### src/rtl/axi_lite_master_arb_if.sv
// Bundles the client command/response signals and the AXI4-Lite master
// channels of axi_lite_master_arb. The arbiter uses "master"; the environment uses "slave".
interface axi_lite_master_arb_if #(
  parameter int DW = 32,
  parameter int AW = 4
);
  logic [1:0]          C_REQ_VALID;
  logic [1:0]          C_REQ_READY;
  logic [1:0]          C_REQ_WR;
  logic [2*AW-1:0]     C_REQ_ADDR;
  logic [2*DW-1:0]     C_REQ_WDATA;
  logic [2*DW/8-1:0]   C_REQ_WSTRB;
  logic [1:0]          C_RSP_VALID;
  logic [DW-1:0]       C_RSP_RDATA;
  logic [1:0]          C_RSP_RESP;

  logic [AW-1:0]       M_AXI_AW_ADDR;
  logic [2:0]          M_AXI_AW_PROT;
  logic                M_AXI_AW_VALID;
  logic                M_AXI_AW_READY;
  logic [DW-1:0]       M_AXI_W_DATA;
  logic [DW/8-1:0]     M_AXI_W_STRB;
  logic                M_AXI_W_VALID;
  logic                M_AXI_W_READY;
  logic [1:0]          M_AXI_B_RESP;
  logic                M_AXI_B_VALID;
  logic                M_AXI_B_READY;
  logic [AW-1:0]       M_AXI_AR_ADDR;
  logic [2:0]          M_AXI_AR_PROT;
  logic                M_AXI_AR_VALID;
  logic                M_AXI_AR_READY;
  logic [DW-1:0]       M_AXI_R_DATA;
  logic [1:0]          M_AXI_R_RESP;
  logic                M_AXI_R_VALID;
  logic                M_AXI_R_READY;

  modport master (
    input  C_REQ_VALID, C_REQ_WR, C_REQ_ADDR, C_REQ_WDATA, C_REQ_WSTRB,
    output C_REQ_READY, C_RSP_VALID, C_RSP_RDATA, C_RSP_RESP,
    output M_AXI_AW_ADDR, M_AXI_AW_PROT, M_AXI_AW_VALID,
    input  M_AXI_AW_READY,
    output M_AXI_W_DATA, M_AXI_W_STRB, M_AXI_W_VALID,
    input  M_AXI_W_READY,
    input  M_AXI_B_RESP, M_AXI_B_VALID,
    output M_AXI_B_READY,
    output M_AXI_AR_ADDR, M_AXI_AR_PROT, M_AXI_AR_VALID,
    input  M_AXI_AR_READY,
    input  M_AXI_R_DATA, M_AXI_R_RESP, M_AXI_R_VALID,
    output M_AXI_R_READY
  );

  modport slave (
    output C_REQ_VALID, C_REQ_WR, C_REQ_ADDR, C_REQ_WDATA, C_REQ_WSTRB,
    input  C_REQ_READY, C_RSP_VALID, C_RSP_RDATA, C_RSP_RESP,
    input  M_AXI_AW_ADDR, M_AXI_AW_PROT, M_AXI_AW_VALID,
    output M_AXI_AW_READY,
    input  M_AXI_W_DATA, M_AXI_W_STRB, M_AXI_W_VALID,
    output M_AXI_W_READY,
    output M_AXI_B_RESP, M_AXI_B_VALID,
    input  M_AXI_B_READY,
    input  M_AXI_AR_ADDR, M_AXI_AR_PROT, M_AXI_AR_VALID,
    output M_AXI_AR_READY,
    output M_AXI_R_DATA, M_AXI_R_RESP, M_AXI_R_VALID,
    input  M_AXI_R_READY
  );
endinterface

### src/rtl/axi_lite_master_arb.sv
// Two-client round-robin AXI4-Lite master, one transaction in flight at a time.
// Define AXI_ARB_STATS_EN to add per-requester completion and error counters.
module axi_lite_master_arb #(
  parameter int C_M_AXI_DATA_WIDTH = 32,
  parameter int C_M_AXI_ADDR_WIDTH = 4
) (
  input  logic                  M_AXI_ACLK,
  input  logic                  M_AXI_ARESET,
  axi_lite_master_arb_if.master bus
`ifdef AXI_ARB_STATS_EN
  ,
  output logic [15:0]           STAT_CNT0,
  output logic [15:0]           STAT_CNT1,
  output logic [15:0]           STAT_ERR
`endif
);
  localparam int DW = C_M_AXI_DATA_WIDTH;
  localparam int AW = C_M_AXI_ADDR_WIDTH;
  localparam int SW = DW / 8;

  typedef enum logic [2:0] {
    S_IDLE, S_WR_AW_W, S_WR_B, S_RD_AR, S_RD_R, S_RSP
  } state_t;

  state_t          state_q, state_d;
  logic            last_grant_q, last_grant_d;
  logic            grant_q, grant_d;
  logic [AW-1:0]   addr_q, addr_d;
  logic [DW-1:0]   wdata_q, wdata_d;
  logic [SW-1:0]   wstrb_q, wstrb_d;
  logic [1:0]      req_ready_q, req_ready_d;
  logic            aw_valid_q, aw_valid_d;
  logic            w_valid_q, w_valid_d;
  logic            b_ready_q, b_ready_d;
  logic            ar_valid_q, ar_valid_d;
  logic            r_ready_q, r_ready_d;
  logic [DW-1:0]   cap_data_q, cap_data_d;
  logic [1:0]      cap_resp_q, cap_resp_d;
  logic [1:0]      rsp_valid_q, rsp_valid_d;
  logic [DW-1:0]   rsp_rdata_q, rsp_rdata_d;
  logic [1:0]      rsp_resp_q, rsp_resp_d;

  logic            g;
  logic            sel_wr;
  logic [AW-1:0]   sel_addr;
  logic [DW-1:0]   sel_wdata;
  logic [SW-1:0]   sel_wstrb;

  // Contention goes to whoever did not win last time; a lone requester always wins.
  always_comb begin
    if (&bus.C_REQ_VALID) g = ~last_grant_q;
    else                  g = bus.C_REQ_VALID[1];
    sel_wr    = g ? bus.C_REQ_WR[1]                : bus.C_REQ_WR[0];
    sel_addr  = g ? bus.C_REQ_ADDR[2*AW-1:AW]      : bus.C_REQ_ADDR[AW-1:0];
    sel_wdata = g ? bus.C_REQ_WDATA[2*DW-1:DW]     : bus.C_REQ_WDATA[DW-1:0];
    sel_wstrb = g ? bus.C_REQ_WSTRB[2*SW-1:SW]     : bus.C_REQ_WSTRB[SW-1:0];
  end

  always_comb begin
    state_d      = state_q;
    last_grant_d = last_grant_q;
    grant_d      = grant_q;
    addr_d       = addr_q;
    wdata_d      = wdata_q;
    wstrb_d      = wstrb_q;
    req_ready_d  = 2'b00;
    aw_valid_d   = aw_valid_q;
    w_valid_d    = w_valid_q;
    b_ready_d    = b_ready_q;
    ar_valid_d   = ar_valid_q;
    r_ready_d    = r_ready_q;
    cap_data_d   = cap_data_q;
    cap_resp_d   = cap_resp_q;
    rsp_valid_d  = 2'b00;
    rsp_rdata_d  = rsp_rdata_q;
    rsp_resp_d   = rsp_resp_q;

    case (state_q)
      S_IDLE: begin
        if (|bus.C_REQ_VALID) begin
          grant_d      = g;
          last_grant_d = g;
          addr_d       = sel_addr;
          wdata_d      = sel_wdata;
          wstrb_d      = sel_wstrb;
          req_ready_d  = g ? 2'b10 : 2'b01;
          if (sel_wr) begin
            aw_valid_d = 1'b1;
            w_valid_d  = 1'b1;
            state_d    = S_WR_AW_W;
          end else begin
            ar_valid_d = 1'b1;
            state_d    = S_RD_AR;
          end
        end
      end
      // AW and W complete independently, in either order.
      S_WR_AW_W: begin
        if (aw_valid_q && bus.M_AXI_AW_READY) aw_valid_d = 1'b0;
        if (w_valid_q && bus.M_AXI_W_READY)   w_valid_d  = 1'b0;
        if (!aw_valid_d && !w_valid_d) begin
          b_ready_d = 1'b1;
          state_d   = S_WR_B;
        end
      end
      S_WR_B: begin
        if (bus.M_AXI_B_VALID && b_ready_q) begin
          cap_data_d = '0;
          cap_resp_d = bus.M_AXI_B_RESP;
          b_ready_d  = 1'b0;
          state_d    = S_RSP;
        end
      end
      S_RD_AR: begin
        if (ar_valid_q && bus.M_AXI_AR_READY) begin
          ar_valid_d = 1'b0;
          r_ready_d  = 1'b1;
          state_d    = S_RD_R;
        end
      end
      S_RD_R: begin
        if (bus.M_AXI_R_VALID && r_ready_q) begin
          cap_data_d = bus.M_AXI_R_DATA;
          cap_resp_d = bus.M_AXI_R_RESP;
          r_ready_d  = 1'b0;
          state_d    = S_RSP;
        end
      end
      S_RSP: begin
        rsp_valid_d = grant_q ? 2'b10 : 2'b01;
        rsp_rdata_d = cap_data_q;
        rsp_resp_d  = cap_resp_q;
        state_d     = S_IDLE;
      end
      default: state_d = S_IDLE;
    endcase
  end

  always_ff @(posedge M_AXI_ACLK or posedge M_AXI_ARESET) begin
    if (M_AXI_ARESET) begin
      state_q      <= S_IDLE;
      last_grant_q <= 1'b1;
      grant_q      <= 1'b0;
      addr_q       <= '0;
      wdata_q      <= '0;
      wstrb_q      <= '0;
      req_ready_q  <= 2'b00;
      aw_valid_q   <= 1'b0;
      w_valid_q    <= 1'b0;
      b_ready_q    <= 1'b0;
      ar_valid_q   <= 1'b0;
      r_ready_q    <= 1'b0;
      cap_data_q   <= '0;
      cap_resp_q   <= 2'b00;
      rsp_valid_q  <= 2'b00;
      rsp_rdata_q  <= '0;
      rsp_resp_q   <= 2'b00;
    end else begin
      state_q      <= state_d;
      last_grant_q <= last_grant_d;
      grant_q      <= grant_d;
      addr_q       <= addr_d;
      wdata_q      <= wdata_d;
      wstrb_q      <= wstrb_d;
      req_ready_q  <= req_ready_d;
      aw_valid_q   <= aw_valid_d;
      w_valid_q    <= w_valid_d;
      b_ready_q    <= b_ready_d;
      ar_valid_q   <= ar_valid_d;
      r_ready_q    <= r_ready_d;
      cap_data_q   <= cap_data_d;
      cap_resp_q   <= cap_resp_d;
      rsp_valid_q  <= rsp_valid_d;
      rsp_rdata_q  <= rsp_rdata_d;
      rsp_resp_q   <= rsp_resp_d;
    end
  end

  assign bus.C_REQ_READY    = req_ready_q;
  assign bus.C_RSP_VALID    = rsp_valid_q;
  assign bus.C_RSP_RDATA    = rsp_rdata_q;
  assign bus.C_RSP_RESP     = rsp_resp_q;
  assign bus.M_AXI_AW_ADDR  = addr_q;
  assign bus.M_AXI_AW_PROT  = 3'b000;
  assign bus.M_AXI_AW_VALID = aw_valid_q;
  assign bus.M_AXI_W_DATA   = wdata_q;
  assign bus.M_AXI_W_STRB   = wstrb_q;
  assign bus.M_AXI_W_VALID  = w_valid_q;
  assign bus.M_AXI_B_READY  = b_ready_q;
  assign bus.M_AXI_AR_ADDR  = addr_q;
  assign bus.M_AXI_AR_PROT  = 3'b000;
  assign bus.M_AXI_AR_VALID = ar_valid_q;
  assign bus.M_AXI_R_READY  = r_ready_q;

`ifdef AXI_ARB_STATS_EN
  logic [15:0] cnt0_q, cnt0_d, cnt1_q, cnt1_d, err_q, err_d;

  // Counters follow the registered response pulse and stick at all-ones.
  always_comb begin
    cnt0_d = cnt0_q;
    cnt1_d = cnt1_q;
    err_d  = err_q;
    if (rsp_valid_q[0] && cnt0_q != 16'hFFFF) cnt0_d = cnt0_q + 16'd1;
    if (rsp_valid_q[1] && cnt1_q != 16'hFFFF) cnt1_d = cnt1_q + 16'd1;
    if ((|rsp_valid_q) && rsp_resp_q != 2'b00 && err_q != 16'hFFFF) err_d = err_q + 16'd1;
  end

  always_ff @(posedge M_AXI_ACLK or posedge M_AXI_ARESET) begin
    if (M_AXI_ARESET) begin
      cnt0_q <= '0;
      cnt1_q <= '0;
      err_q  <= '0;
    end else begin
      cnt0_q <= cnt0_d;
      cnt1_q <= cnt1_d;
      err_q  <= err_d;
    end
  end

  assign STAT_CNT0 = cnt0_q;
  assign STAT_CNT1 = cnt1_q;
  assign STAT_ERR  = err_q;
`endif
endmodule

### src/flat_wrapper.sv
// flat-port wrapper written by rule: the top's interface ports become plain ports
module axi_lite_master_arb_flat 
#(
  parameter int C_M_AXI_DATA_WIDTH = 32,
  parameter int C_M_AXI_ADDR_WIDTH = 4
)
  (M_AXI_ACLK, M_AXI_ARESET, bus_C_REQ_VALID, bus_C_REQ_WR, bus_C_REQ_ADDR, bus_C_REQ_WDATA, bus_C_REQ_WSTRB, bus_C_REQ_READY, bus_C_RSP_VALID, bus_C_RSP_RDATA, bus_C_RSP_RESP, bus_M_AXI_AW_ADDR, bus_M_AXI_AW_PROT, bus_M_AXI_AW_VALID, bus_M_AXI_AW_READY, bus_M_AXI_W_DATA, bus_M_AXI_W_STRB, bus_M_AXI_W_VALID, bus_M_AXI_W_READY, bus_M_AXI_B_RESP, bus_M_AXI_B_VALID, bus_M_AXI_B_READY, bus_M_AXI_AR_ADDR, bus_M_AXI_AR_PROT, bus_M_AXI_AR_VALID, bus_M_AXI_AR_READY, bus_M_AXI_R_DATA, bus_M_AXI_R_RESP, bus_M_AXI_R_VALID, bus_M_AXI_R_READY);
  axi_lite_master_arb_if #(.DW(32), .AW(4)) bus_i ();
  input  logic M_AXI_ACLK;
  input  logic M_AXI_ARESET;
  input wire logic [$bits(bus_i.C_REQ_VALID)-1:0] bus_C_REQ_VALID;
  input wire logic [$bits(bus_i.C_REQ_WR)-1:0] bus_C_REQ_WR;
  input wire logic [$bits(bus_i.C_REQ_ADDR)-1:0] bus_C_REQ_ADDR;
  input wire logic [$bits(bus_i.C_REQ_WDATA)-1:0] bus_C_REQ_WDATA;
  input wire logic [$bits(bus_i.C_REQ_WSTRB)-1:0] bus_C_REQ_WSTRB;
  output wire logic [$bits(bus_i.C_REQ_READY)-1:0] bus_C_REQ_READY;
  output wire logic [$bits(bus_i.C_RSP_VALID)-1:0] bus_C_RSP_VALID;
  output wire logic [$bits(bus_i.C_RSP_RDATA)-1:0] bus_C_RSP_RDATA;
  output wire logic [$bits(bus_i.C_RSP_RESP)-1:0] bus_C_RSP_RESP;
  output wire logic [$bits(bus_i.M_AXI_AW_ADDR)-1:0] bus_M_AXI_AW_ADDR;
  output wire logic [$bits(bus_i.M_AXI_AW_PROT)-1:0] bus_M_AXI_AW_PROT;
  output wire logic [$bits(bus_i.M_AXI_AW_VALID)-1:0] bus_M_AXI_AW_VALID;
  input wire logic [$bits(bus_i.M_AXI_AW_READY)-1:0] bus_M_AXI_AW_READY;
  output wire logic [$bits(bus_i.M_AXI_W_DATA)-1:0] bus_M_AXI_W_DATA;
  output wire logic [$bits(bus_i.M_AXI_W_STRB)-1:0] bus_M_AXI_W_STRB;
  output wire logic [$bits(bus_i.M_AXI_W_VALID)-1:0] bus_M_AXI_W_VALID;
  input wire logic [$bits(bus_i.M_AXI_W_READY)-1:0] bus_M_AXI_W_READY;
  input wire logic [$bits(bus_i.M_AXI_B_RESP)-1:0] bus_M_AXI_B_RESP;
  input wire logic [$bits(bus_i.M_AXI_B_VALID)-1:0] bus_M_AXI_B_VALID;
  output wire logic [$bits(bus_i.M_AXI_B_READY)-1:0] bus_M_AXI_B_READY;
  output wire logic [$bits(bus_i.M_AXI_AR_ADDR)-1:0] bus_M_AXI_AR_ADDR;
  output wire logic [$bits(bus_i.M_AXI_AR_PROT)-1:0] bus_M_AXI_AR_PROT;
  output wire logic [$bits(bus_i.M_AXI_AR_VALID)-1:0] bus_M_AXI_AR_VALID;
  input wire logic [$bits(bus_i.M_AXI_AR_READY)-1:0] bus_M_AXI_AR_READY;
  input wire logic [$bits(bus_i.M_AXI_R_DATA)-1:0] bus_M_AXI_R_DATA;
  input wire logic [$bits(bus_i.M_AXI_R_RESP)-1:0] bus_M_AXI_R_RESP;
  input wire logic [$bits(bus_i.M_AXI_R_VALID)-1:0] bus_M_AXI_R_VALID;
  output wire logic [$bits(bus_i.M_AXI_R_READY)-1:0] bus_M_AXI_R_READY;
  assign bus_i.C_REQ_VALID = bus_C_REQ_VALID;
  assign bus_i.C_REQ_WR = bus_C_REQ_WR;
  assign bus_i.C_REQ_ADDR = bus_C_REQ_ADDR;
  assign bus_i.C_REQ_WDATA = bus_C_REQ_WDATA;
  assign bus_i.C_REQ_WSTRB = bus_C_REQ_WSTRB;
  assign bus_C_REQ_READY = bus_i.C_REQ_READY;
  assign bus_C_RSP_VALID = bus_i.C_RSP_VALID;
  assign bus_C_RSP_RDATA = bus_i.C_RSP_RDATA;
  assign bus_C_RSP_RESP = bus_i.C_RSP_RESP;
  assign bus_M_AXI_AW_ADDR = bus_i.M_AXI_AW_ADDR;
  assign bus_M_AXI_AW_PROT = bus_i.M_AXI_AW_PROT;
  assign bus_M_AXI_AW_VALID = bus_i.M_AXI_AW_VALID;
  assign bus_i.M_AXI_AW_READY = bus_M_AXI_AW_READY;
  assign bus_M_AXI_W_DATA = bus_i.M_AXI_W_DATA;
  assign bus_M_AXI_W_STRB = bus_i.M_AXI_W_STRB;
  assign bus_M_AXI_W_VALID = bus_i.M_AXI_W_VALID;
  assign bus_i.M_AXI_W_READY = bus_M_AXI_W_READY;
  assign bus_i.M_AXI_B_RESP = bus_M_AXI_B_RESP;
  assign bus_i.M_AXI_B_VALID = bus_M_AXI_B_VALID;
  assign bus_M_AXI_B_READY = bus_i.M_AXI_B_READY;
  assign bus_M_AXI_AR_ADDR = bus_i.M_AXI_AR_ADDR;
  assign bus_M_AXI_AR_PROT = bus_i.M_AXI_AR_PROT;
  assign bus_M_AXI_AR_VALID = bus_i.M_AXI_AR_VALID;
  assign bus_i.M_AXI_AR_READY = bus_M_AXI_AR_READY;
  assign bus_i.M_AXI_R_DATA = bus_M_AXI_R_DATA;
  assign bus_i.M_AXI_R_RESP = bus_M_AXI_R_RESP;
  assign bus_i.M_AXI_R_VALID = bus_M_AXI_R_VALID;
  assign bus_M_AXI_R_READY = bus_i.M_AXI_R_READY;
  axi_lite_master_arb #(.C_M_AXI_DATA_WIDTH(C_M_AXI_DATA_WIDTH), .C_M_AXI_ADDR_WIDTH(C_M_AXI_ADDR_WIDTH)) u_core (.M_AXI_ACLK(M_AXI_ACLK), .M_AXI_ARESET(M_AXI_ARESET), .bus(bus_i));
endmodule
### config.mk
export PLATFORM = sky130hd
export DESIGN_NAME = axi_lite_master_arb_flat
export DESIGN_NICKNAME = d
export VERILOG_FILES = /design/src/rtl/axi_lite_master_arb_if.sv /design/src/rtl/axi_lite_master_arb.sv /design/src/flat_wrapper.sv
export SDC_FILE = /design/constraint.sdc
export NUM_CORES = 1
export LEC_CHECK = 0
export ABC_AREA = 1
export CAP_MARGIN = 40
export CORE_MARGIN = 5
export CORE_UTILIZATION = 45
export DETAILED_ROUTE_END_ITERATION = 10
export GPL_ROUTABILITY_DRIVEN = 0
export HOLD_SLACK_MARGIN = 0.15
export PLACE_DENSITY = 0.84
export SYNTH_ARGS = -nofsm -noshare
export SYNTH_HDL_FRONTEND = slang
export SYNTH_SLANG_ARGS = --single-unit
### constraint.sdc
create_clock -name M_AXI_ACLK -period 11.95 [get_ports M_AXI_ACLK]
set_clock_uncertainty 0.2 [all_clocks]
set_input_delay 1.195 -clock M_AXI_ACLK [delete_from_list [all_inputs] [get_ports M_AXI_ACLK]]
set_output_delay 1.195 -clock M_AXI_ACLK [all_outputs]
set_load 0.03 [all_outputs]
---- Word level (Yosys, flattened, before mapping) ----
Cells that the tools add are included.
storage, ports and cells
  flip-flop bits (word level) ............. 122
  input bits .............................. 127
  output and inout port bits .............. 93
  word-level logic and storage cells ...... 94
cells by class
  equality and inequality tests ........... 12
  multiplexer cells ....................... 41
  bitwise operators ....................... 1
  reduce and logical (&&, ||, !) cells .... 23
operator list
  operator              number
  $mux W32              3
  $pmux W32 S2          1
  $mux W2               8
  $mux W1               15
  $mux W3               5
  $pmux W3 S5           1
  $ne A2 B1 Y1 const B  6
  $reduce_and A3 Y1     4
  $pmux W1 S2           5
  $reduce_bool A2 Y1    5
  $mux W4               2
  $eq A3 B2 Y1 const B  2
  $eq A3 B3 Y1 const B  2
  $logic_and A1 B1 Y1   6
  $reduce_and A5 Y1     1
  $pmux W2 S2           1
  $reduce_and A2 Y1     2
  $reduce_and A4 Y1     1
  $eq A3 B1 Y1 const B  1
  $logic_not A3 Y1      1
  $logic_not A1 Y1      2
  $ne A2 B2 Y1 const B  1
  $reduce_or A2 Y1      1
  $not A1 Y1            1

---- Depth between registers and ports, before layout ----
  depth after elaboration ................. 7
  mapped depth ............................ 9
  mapped depth without buffers ............ 9

---- Least setup slack after synthesis ----
OpenSTA, ideal clock, no wires.
  kind .................................... register to output
  from .................................... reg u_core.addr_q[0] (netlist: u_core.bus.M_AXI_AR_ADDR[0])
  to ...................................... out bus_M_AXI_AW_ADDR[0]
  arrival time ............................ 721 ps
  required time ........................... 10555 ps
  setup slack ............................. 9834 ps
  stages on the path, launching flop included .. 2
  buffers on the path ..................... 1
  cell sequence ........................... dfrtp_1 > buf_4
RTL lines
  what                    line                        source
  from (decl)             axi_lite_master_arb.sv:28   logic [AW-1:0] addr_q, addr_d;
  from (signal assigned)  axi_lite_master_arb.sv:162  addr_q <= addr_d;
  to (decl)               flat_wrapper.sv:20          output wire logic [$bits(bus_i.M_AXI_AW_ADDR)-1:0] bus_M_AXI_AW_ADDR;
No word-level cell between the ends.

---- Worst setup path in the final report ----
  from .................................... reg u_core.r_ready_q (netlist: u_core.bus.M_AXI_R_READY)
  to ...................................... out bus_M_AXI_R_READY
RTL lines
  what                    line                        source
  from (decl)             axi_lite_master_arb.sv:36   logic r_ready_q, r_ready_d;
  from (signal assigned)  axi_lite_master_arb.sv:170  r_ready_q <= r_ready_d;
  to (decl)               flat_wrapper.sv:38          output wire logic [$bits(bus_i.M_AXI_R_READY)-1:0] bus_M_AXI_R_READY;
No word-level cell between the ends.

==> results.txt <==
outcome: completed
chip width: 118 µm
crit share post-route: 24.2%
Die Height: 118 µm
Synth-to-Final Area Change: 53.9%
clock slew at reported path FFs: 0.05 ns
initial antenna violation count: 0
num rows: 39
wire per inst: 16.2 µm
Placeable Area: 0.0114 mm²
mapped cell area: 0.00523 mm²
minimum clock period: 2.89 ns
Internal: 1.34 mW
net load switching power: 870 µW
CP Capture Type: primary output
vias in the first global route: 4926
Non-Filler Instances: 918
clock share of power: 23.4%
Placed Cells: 886
slowest cell delay on critical path: 0.72 ns
post-CTS setup buffers: 0
FF-to-FF setup slack: 9.55 ns
critical path cell sequence: clkdlybuf4s50_1
Slowest-stage cell, CP: clkdlybuf4s50_1
Yosys Warn Count: 0
Sequential Power Share: 31.2%
Detail Route Antenna Nets: 0
kind of critical path: register to primary output
total power: 2.21 mW
MaxCap Viol Count: 0
vias after detailed routing: 4567
Synth top area share: 58.0%
RSZ-0062 raised after global routing: false
Worst path depth: 1
Finish-stage setup viols: 0
largest net degree at the start of global routing: 46
top cell type by total area after synthesis: dfrtp_1
Pleak: 3.90 nW
Hold Path Depth: 1
DR iter-0 viols: 307
Initial Util: 45.8%
clock latency on the worst-skew pair: 0.41 ns
first-pass GRT wire length: 24.5 mm
Max Freq: 346 MHz
Distinct cells, synth: 24
Fin Hold WS: 0.245 ns
cell family with most CP delay: buffers and inverters
final slew viol count: 0
CP startpoint kind: register
register bit count reported by yosys: 122
Ports: 220
R2R Path End: u_core.cap_resp_q[1]
Max Fanout on Critical Path: 3
worst vdd ir: 0.000165 V
pwr/cell area: 275 mW/mm²
critical path data arrival time: 1.49 ns
Hold Crit Class: register to register
CTS Buf Count: 17
worst reg2reg path startpoint: u_core.state_q[2]
die area: 0.0139 mm²
Antenna Cells: 0
final net count: 889
sequential area share after synthesis: 58.5%
H-tree levels: 4
Sum Neg Setup Slack: 0 ns
Hold-fix buffers, CTS: 0
share of layout cells above drive strength 1: 11.0%
most frequent cells in the layout: nand2_1, clkdlybuf4s50_1, dfrtp_1
CTS tree: built
most common cell after layout, fill and taps aside: nand2_1
CTS root buf: clkbuf_16
Slew @ Worst Pin: 0.723 ns
Switching Fraction: 39.4%
vias per inst: 4.97
CTS resizes: 0
Pre-Repair DR Iteration Count: 6
R2R depth: 6
worst hold path startpoint: u_core.grant_q
Synth Area per Inst: 9.47 µm²
synthesized instance count: 552
Hold Path Sink: u_core.bus.C_RSP_VALID[0]
CTS max path bufs: 2
Worst Path Required: 10.56 ns
Final HPWL DP: 10.9 mm
Synth area leaders: dfrtp_1, nand2_1, nand3_1
Hold Vio Cnt, Final: 0
Worst Path Buf+Inv: 1
Overflow after GRT: 0
slew margin rel.: 51.7%
CTS sink cnt: 122
combinational power share: 45.4%
Remaining DRCs: 0
Port Buffer Count: 213
wire length after detailed routing: 14.9 mm
GRT Overall Usage: 21.7%
## how the worst max path moves through the flow
stage,startpoint,end,slack (ns)
after floorplan,M_AXI_ARESET,u_core.bus.C_REQ_READY[0],7.31
after global placement,bus_C_REQ_VALID[1],u_core.bus.M_AXI_W_DATA[27],8.44
after detailed placement,bus_M_AXI_R_VALID,u_core.cap_resp_q[1],8.72
after CTS,u_core.bus.M_AXI_AR_ADDR[3],bus_M_AXI_AW_ADDR[3],9.03
after global routing,u_core.bus.M_AXI_AR_ADDR[3],bus_M_AXI_AR_ADDR[3],9.01
final,u_core.bus.M_AXI_R_READY,bus_M_AXI_R_READY,9.06
## power groups by stage
stage	clock network [mW]	logic [mW]	registers [mW]
floorplan	0	0.408	0.893
global placement	0	0.962	0.680
detailed placement	0	1.01	0.692
CTS	0.527	1.02	0.689
global route	0.544	1.08	0.708
finish	0.517	1.00	0.690
## area by class of cell
cell class	count	area, µm²
Multi-Input combinational cell	385	1890
Fill cell	822	3380
Clock buffer	26	529
Timing Repair Buffer	219	2240
Tap cell	143	179
Sequential cell	122	3050
Inverter	17	66.3
Clock inverter	6	82.6
## Yosys cell counts
cell	instances
a21oi_1	1
a21oi_2	1
buf_2	13
buf_4	14
buf_6	6
conb_1	1
dfrtp_1	121
dfstp_2	1
inv_1	14
inv_2	3
mux2_2	18
mux2_4	14
nand2_1	264
nand2_2	1
nand3_1	50
nand3_2	3
nand4_1	4
nor2_1	10
nor2_2	2
nor2_4	3
o21ai_0	4
o21ai_1	2
o21ai_4	1
or2_2	1
## registers in the layout, summed over array words and instances, names as in the netlist, 2 cells and up
| signal | flops |
|---|---|
| u_core.bus.C_REQ_READY | 2 |
| u_core.bus.C_RSP_RDATA | 32 |
| u_core.bus.C_RSP_RESP | 2 |
| u_core.bus.C_RSP_VALID | 2 |
| u_core.bus.M_AXI_AR_ADDR | 4 |
| u_core.bus.M_AXI_W_DATA | 32 |
| u_core.bus.M_AXI_W_STRB | 4 |
| u_core.cap_data_q | 32 |
| u_core.cap_resp_q | 2 |
| u_core.state_q | 3 |
## layer usage
| metal | GRT usage [%] | vias up | share of wire, % |
|---|---|---|---|
| li1 | - | 2150 | - |
| met1 | 25.3 | 2180 | 39 |
| met2 | 35.6 | 207 | 49 |
| met3 | 8.89 | 30 | 9.3 |
| met4 | 8.82 | 0 | 2.7 |
| met5 | 0 | - | 0 |
## cells by family (layout without fill, tap and decap cells)
logic type             after synthesis  after routing  synth area share, %
and+or+nand+nor                    338            338                 26.7
DFF                                122            122                 58.5
buffers and inverters               50            268                 5.77
muxes                               32             32                 7.90
AOI/OAI and AO/OA                    9              9                 1.15
other                                1              6               0.0718
## metrics by stage
stage	instance area [µm²]	util, %	worst slack [ns]
after floorplan	5240	-	7.31
after global routing	8040	70.4	9.01
after CTS	8040	70.4	9.03
after global placement	7330	64.2	8.44
final	8040	70.4	9.06
after detailed placement	7430	65.1	8.72
No activity file was read; power rests on OpenSTA's default activity.
